**config.mk**
```make
export PLATFORM = sky130hd
export DESIGN_NAME = pcm_tone_meter
export DESIGN_NICKNAME = d
export VERILOG_FILES = /design/src/rtl/pcm_tone_meter.sv
export SDC_FILE = /design/constraint.sdc
export NUM_CORES = 1
export LEC_CHECK = 0
export BUFFER_PORTS_ARGS = -buffer_cell sky130_fd_sc_hd__buf_2
export CAP_MARGIN = 10
export CORE_MARGIN = 2
export CORE_UTILIZATION = 45
export CTS_BUF_LIST = sky130_fd_sc_hd__clkbuf_8
export DETAILED_ROUTE_END_ITERATION = 8
export HOLD_SLACK_MARGIN = 0.02
export PLACE_DENSITY_LB_ADDON = 0.12
export SYNTH_ARGS = -nofsm -noshare
export SYNTH_HDL_FRONTEND = slang
export SYNTH_SLANG_ARGS = --single-unit
```
**constraint.sdc**
```tcl
create_clock -name mclk -period 2.8 [get_ports mclk]
set_input_delay 0.28 -clock mclk [delete_from_list [all_inputs] [get_ports mclk]]
set_output_delay 0.28 -clock mclk [all_outputs]
set_load 0.005 [all_outputs]
```
**src/rtl/pcm_tone_meter.sv**
```systemverilog
// pcm_tone_meter: measures a stereo PCM test tone over a window of
// 2^WIN_LOG2 samples. It reports per-channel peak magnitude, the count of
// positive-going crossings on the left channel, and the span in samples
// between the first and last crossing.
// Build option: define PCM_TONE_METER_LR_CHECK_EN to build the left/right
// equality checker; otherwise lr_mismatch is tied low.
//
// state     | meaning
// ----------+-------------------------------------------------------------
// S_IDLE    | waiting for start; samples dropped
// S_ARM     | waiting for the first left crossing; times out as no_tone
// S_MEASURE | window running, sample index 1 .. 2^WIN_LOG2-1
// S_REPORT  | one cycle: publish working values, pulse done
module pcm_tone_meter #(
    parameter int DW       = 32,
    parameter int WIN_LOG2 = 12,
    parameter int ZC_W     = 16
) (
    input  logic                 mclk,
    input  logic                 reset_n,
    input  logic                 start,
    input  logic                 pcm_valid,
    input  logic signed [DW-1:0] pcml_in,
    input  logic signed [DW-1:0] pcmr_in,
    output logic                 busy,
    output logic                 done,
    output logic                 no_tone,
    output logic [DW-1:0]        peak_l,
    output logic [DW-1:0]        peak_r,
    output logic [ZC_W-1:0]      zc_count,
    output logic [ZC_W-1:0]      zc_span,
    output logic                 lr_mismatch
);

    localparam int CW = WIN_LOG2 + 1;
    localparam int XW = (CW > ZC_W) ? CW : ZC_W;
    localparam logic [CW-1:0] WIN_FULL = CW'(1 << WIN_LOG2);
    localparam logic [CW-1:0] WIN_LAST = CW'((1 << WIN_LOG2) - 1);
    localparam logic [XW-1:0] ZC_MAX_X = XW'({ZC_W{1'b1}});

    typedef enum logic [1:0] {S_IDLE, S_ARM, S_MEASURE, S_REPORT} state_t;

    state_t             state_q, state_d;
    logic [CW-1:0]      cnt_q, cnt_d;
    logic [DW-1:0]      pk_l_q, pk_l_d, pk_r_q, pk_r_d;
    logic [ZC_W-1:0]    zc_q, zc_d, span_q, span_d;
    logic               nt_q, nt_d;
    logic signed [DW-1:0] prev_q, prev_d;

    logic [DW-1:0]      mag_l, mag_r;
    logic               crossing;
    logic [ZC_W-1:0]    zc_inc, span_val;
    logic [XW-1:0]      cnt_x;

    // magnitudes stay in DW bits; the most negative code maps to 2^(DW-1)
    assign mag_l    = pcml_in[DW-1] ? $unsigned(-pcml_in) : $unsigned(pcml_in);
    assign mag_r    = pcmr_in[DW-1] ? $unsigned(-pcmr_in) : $unsigned(pcmr_in);
    assign crossing = prev_q[DW-1] && !pcml_in[DW-1];
    assign zc_inc   = (zc_q == {ZC_W{1'b1}}) ? zc_q : zc_q + ZC_W'(1);
    assign cnt_x    = XW'(cnt_q);
    assign span_val = (cnt_x > ZC_MAX_X) ? {ZC_W{1'b1}} : cnt_x[ZC_W-1:0];
    assign busy     = (state_q != S_IDLE);

    // next-state and working accumulators
    always_comb begin
        state_d = state_q;
        cnt_d   = cnt_q;
        pk_l_d  = pk_l_q;
        pk_r_d  = pk_r_q;
        zc_d    = zc_q;
        span_d  = span_q;
        nt_d    = nt_q;
        prev_d  = prev_q;
        case (state_q)
            S_IDLE: begin
                if (start) begin
                    state_d = S_ARM;
                    cnt_d   = '0;
                    pk_l_d  = '0;
                    pk_r_d  = '0;
                    zc_d    = '0;
                    span_d  = '0;
                    nt_d    = 1'b0;
                    prev_d  = '0;
                end
            end
            S_ARM: begin
                if (pcm_valid) begin
                    prev_d = pcml_in;
                    if (crossing) begin
                        state_d = S_MEASURE;
                        cnt_d   = CW'(1);
                        zc_d    = ZC_W'(1);
                        pk_l_d  = mag_l;
                        pk_r_d  = mag_r;
                    end else begin
                        cnt_d = cnt_q + CW'(1);
                        if (cnt_q + CW'(1) == WIN_FULL) begin
                            state_d = S_REPORT;
                            nt_d    = 1'b1;
                        end
                    end
                end
            end
            S_MEASURE: begin
                if (pcm_valid) begin
                    prev_d = pcml_in;
                    pk_l_d = (mag_l > pk_l_q) ? mag_l : pk_l_q;
                    pk_r_d = (mag_r > pk_r_q) ? mag_r : pk_r_q;
                    if (crossing) begin
                        zc_d   = zc_inc;
                        span_d = span_val;
                    end
                    if (cnt_q == WIN_LAST) state_d = S_REPORT;
                    else                   cnt_d   = cnt_q + CW'(1);
                end
            end
            S_REPORT: state_d = S_IDLE;
            default:  state_d = S_IDLE;
        endcase
    end

    // state and working registers
    always_ff @(posedge mclk or negedge reset_n) begin
        if (!reset_n) begin
            state_q <= S_IDLE;
            cnt_q   <= '0;
            pk_l_q  <= '0;
            pk_r_q  <= '0;
            zc_q    <= '0;
            span_q  <= '0;
            nt_q    <= 1'b0;
            prev_q  <= '0;
        end else begin
            state_q <= state_d;
            cnt_q   <= cnt_d;
            pk_l_q  <= pk_l_d;
            pk_r_q  <= pk_r_d;
            zc_q    <= zc_d;
            span_q  <= span_d;
            nt_q    <= nt_d;
            prev_q  <= prev_d;
        end
    end

    // published results, held until the next report
    always_ff @(posedge mclk or negedge reset_n) begin
        if (!reset_n) begin
            done     <= 1'b0;
            no_tone  <= 1'b0;
            peak_l   <= '0;
            peak_r   <= '0;
            zc_count <= '0;
            zc_span  <= '0;
        end else begin
            done <= (state_q == S_REPORT);
            if (state_q == S_REPORT) begin
                no_tone  <= nt_q;
                peak_l   <= pk_l_q;
                peak_r   <= pk_r_q;
                zc_count <= zc_q;
                zc_span  <= span_q;
            end
        end
    end

`ifdef PCM_TONE_METER_LR_CHECK_EN
    logic mm_q, mm_d;

    // sticky left/right inequality flag over the measured window
    always_comb begin
        mm_d = mm_q;
        if (state_q == S_IDLE && start)
            mm_d = 1'b0;
        else if (state_q == S_MEASURE && pcm_valid && (pcml_in != pcmr_in))
            mm_d = 1'b1;
    end

    // flag register and its published copy
    always_ff @(posedge mclk or negedge reset_n) begin
        if (!reset_n) begin
            mm_q        <= 1'b0;
            lr_mismatch <= 1'b0;
        end else begin
            mm_q <= mm_d;
            if (state_q == S_REPORT) lr_mismatch <= mm_q;
        end
    end
`else
    assign lr_mismatch = 1'b0;
`endif

endmodule

```
==> run_results.csv <==
group,metric,value,unit
yosys,syn_avg_cell_area,10.3,sq um
clocking,cts_sinks,205,
critical_path,r2r-start,"state_q[1]$_DFFE_PN0P_",
critical_path,critPathLaunchType,"input port",
critical_path,critPathArrivalTime,3.78,ns
pwr,leakagePower,0.00777,uW
die,dieArea,27300,sq um
routing,antenna_left,0,
min_path,whs_path_depth,4,
cells_and_area,area.growth.synth_to_final,32.5,%
routing,drt-initial-drc-count,503,
cells_and_area,final_nets,1605,
cells_and_area,antenna_cells,0,
yosys,muxShareOfSynthArea,14.7,%
status,status,"complete, but fails checks",
timing,finalCritPeriodShare,119,%
clocking,cts_tree,"built",
yosys,synthArstFlopShare,100,%
clocking,clkTransAtPathRegs,0.06,ns
critical_path,worstSetupEndpointType,"flip-flop",
global_route,antenna_found_initial,0,
die,start_util,46.1,%
yosys,synth_area,11700,sq um
timing,fin_crit,3.33,ns
timing,holdWs,0.147,ns
die,die_h,165,um
yosys,yosysUniqueCellTypes,60,
critical_path,cp_data_required_time,3.25,ns
timing,slew_headroom,22.6,%
routing,via_per_inst,5.27,
routing,dr_total_vias,9592,
critical_path,worstSetupPathType,"input port to flip-flop",
min_path,whs_endpoint,"pk_l_q[0]$_DFFE_PN0P_",
run,cap_violations,0,
routing,wirelength,29.0,mm
timing,hold_viol,0,
pwr,power.density,914,nW/um^2
clocking,cts_made_buffers,38,
die,core,25300,sq um
yosys,synth_top_family_by_area,"multiplexers",
timing,drv_slew,0,
yosys,yosys_warnings,0,
timing,worst_slack,-0.532,ns
timing,finClkSkew,0.0174,ns
timing,setup_viol,64,
cells_and_area,layout_common_cells,"dfrtp_1, buf_4, buf_2",
global_route,groute.usage.overall,21.6,%
timing,max_clock_freq,0.300,GHz
yosys,synth_compound_area_share,11.5,%
global_route,grt_pass1_wl,47.1,mm
min_path,min_from,"pcml_in[0]",
yosys,synth_flop_cell,"dfrtp_1",
timing,tightest_slew,1.15,ns
critical_path,worstRegToRegCells,12,
timing,rsz0062_at_grt,"true",
min_path,hp-class,"input port to flip-flop",
cells_and_area,final_common_cell,"dfrtp_1",
status,violations,"negative setup slack",
clocking,cts_max_level,2,
critical_path,critPathLaunch,"pcml_in[10]",
placement,place_inst,1733,
critical_path,r2r_slack,0.02,ns
yosys,synth_edf_count,0,
cells_and_area,drive_above_1_share,37.9,%
routing,route.detailed.drc,0,
yosys,netlist_instances,1129,
cells_and_area,stdcell_count,1821,
placement,place.gp.congestion,0.866,
pwr,peakVddDrop,0.000610,V
routing,wl_per_cell,15.9,um
placement,dp_hpwl,20.3,mm
pwr,total_power,14200,uW
die,die_width,165,um
yosys,ys_seq_area_share,43.9,%
yosys,synthSimpleGateAreaFrac,12.5,%
clocking,cts_max_path_buffers,3,
yosys,synthXorXnorAreaFrac,4.50,%
global_route,grt_pass1_vias,9615,
yosys,synth-seq-cells,205,
yosys,synth-adder-area-share,7.82,%
die,ios,168,
placement,portBuffers,163,
clocking,root_buffer,"clkbuf_8",
die,rows,58,
critical_path,crit_fanout,8,
cells_and_area,nFillCells,2160,
clocking,clock_latency,0.53,ns
global_route,overflow,0,
routing,dr.pass1.iters,4,
global_route,grt_max_degree,96,
critical_path,r2r_end,"pk_r_q[12]$_DFFE_PN0P_",
## worst max-delay path by stage
stage                                  end  slack (ns)  depth (start not counted)
floorplan           pk_l_q[10]$_DFFE_PN0P_       -0.69                         14
detailed placement   pk_l_q[8]$_DFFE_PN0P_       -1.11                         14
finish              pk_l_q[24]$_DFFE_PN0P_       -0.53                         15
global placement    pk_l_q[23]$_DFFE_PN0P_        -1.0                         14
global route        pk_l_q[23]$_DFFE_PN0P_       -0.67                         16
CTS                 pk_l_q[22]$_DFFE_PN0P_       -0.51                         14
## synthesized netlist by cell type, drive strengths merged, types with 27 or more instances
cell / count / area, sq um
dfrtp: 205 / 5130
nand2: 117 / 439
mux2: 95 / 1070
inv: 80 / 300
ha: 73 / 913
o21ai: 70 / 350
mux2i: 65 / 651
xnor2: 58 / 508
clkbuf: 35 / 133
a21oi: 34 / 170
nor2: 30 / 113
nand3: 28 / 140
buf: 27 / 150
## power by group
part           leakage (uW)  switching [uW]  internal [uW]
Sequential          0.00271             465           3810
Combinational       0.00462            3520           3440
Clock              0.000435            1280           1630
Total               0.00777            5270           8880
## cells by family (layout without fill, tap and decap cells)
| logic type | after synthesis | count (layout) |
|---|---|---|
| AOI/OAI and AO/OA | 198 | 198 |
| muxes | 160 | 160 |
| buffers and inverters | 142 | 500 |
| and+or+nand+nor | 290 | 291 |
| adders and majority gates | 73 | 73 |
| DFF | 205 | 205 |
| other | 1 | 4 |
| xor gates and xnor gates | 60 | 60 |
## critical path: stages
cell and delay [ns]:
buf_6 0.09, or4_4 0.54, or4_4 0.55, buf_6 0.17, o31ai_2 0.23, xnor2_1 0.18, ha_1 0.29, nand4_1 0.16
nor3_1 0.07, a222oi_1 0.28, nor4b_2 0.28, o22a_4 0.23, buf_12 0.12, buf_16 0.12, mux2i_1 0.18
## registers in the layout, indices dropped and copies added, names as in the netlist
signal	flops
done	1
cnt_q	13
peak_r	32
pk_r_q	32
nt_q	1
zc_span	13
zc_q	16
no_tone	1
peak_l	32
span_q	13
prev_q	1
zc_count	16
state_q	2
pk_l_q	32
## layout make-up
class	instances	area, sq um	share of cell area, %
sequential	205	5130	33.2
inverter	80	300	1.94
timing repair buffer	353	2500	16.2
multi-input combinational	786	6360	41.1
clock buffer	44	606	3.91
clock inverter	23	165	1.07
tap	330	413	2.67
## per-stage QoR
| step | setup WS [ns] | setup TNS (ns) | area (sq um) | util (%) |
|---|---|---|---|---|
| floorplan | -0.694 | -38.23 | 11900 | - |
| global placement | -0.998 | -58.34 | 14100 | 55.8 |
| detailed placement | -1.11 | -61.16 | 14100 | 55.8 |
| CTS | -0.509 | -22.72 | 15400 | 60.7 |
| global route | -0.674 | -33.66 | 15500 | 61.1 |
| finish | -0.532 | -22.29 | 15500 | 61.1 |
## repair_timing
action,CTS,global route
setup endpoints to repair,64,66
pin swaps,19,15
setup buffers,15,4
endpoints found under the hold margin,55,0
cloned,4,0
resized for setup,39,31
hold buffers,1,0
## routing by layer
| layer | track usage [%] | wire length (um) |
|---|---|---|
| met1 | 28.9 | 13500 |
| met5 | 0 | 0 |
| met2 | 35.5 | 13600 |
| met4 | 6.92 | 626 |
| met3 | 4.07 | 1370 |
(Power assumes the default switching activity.)
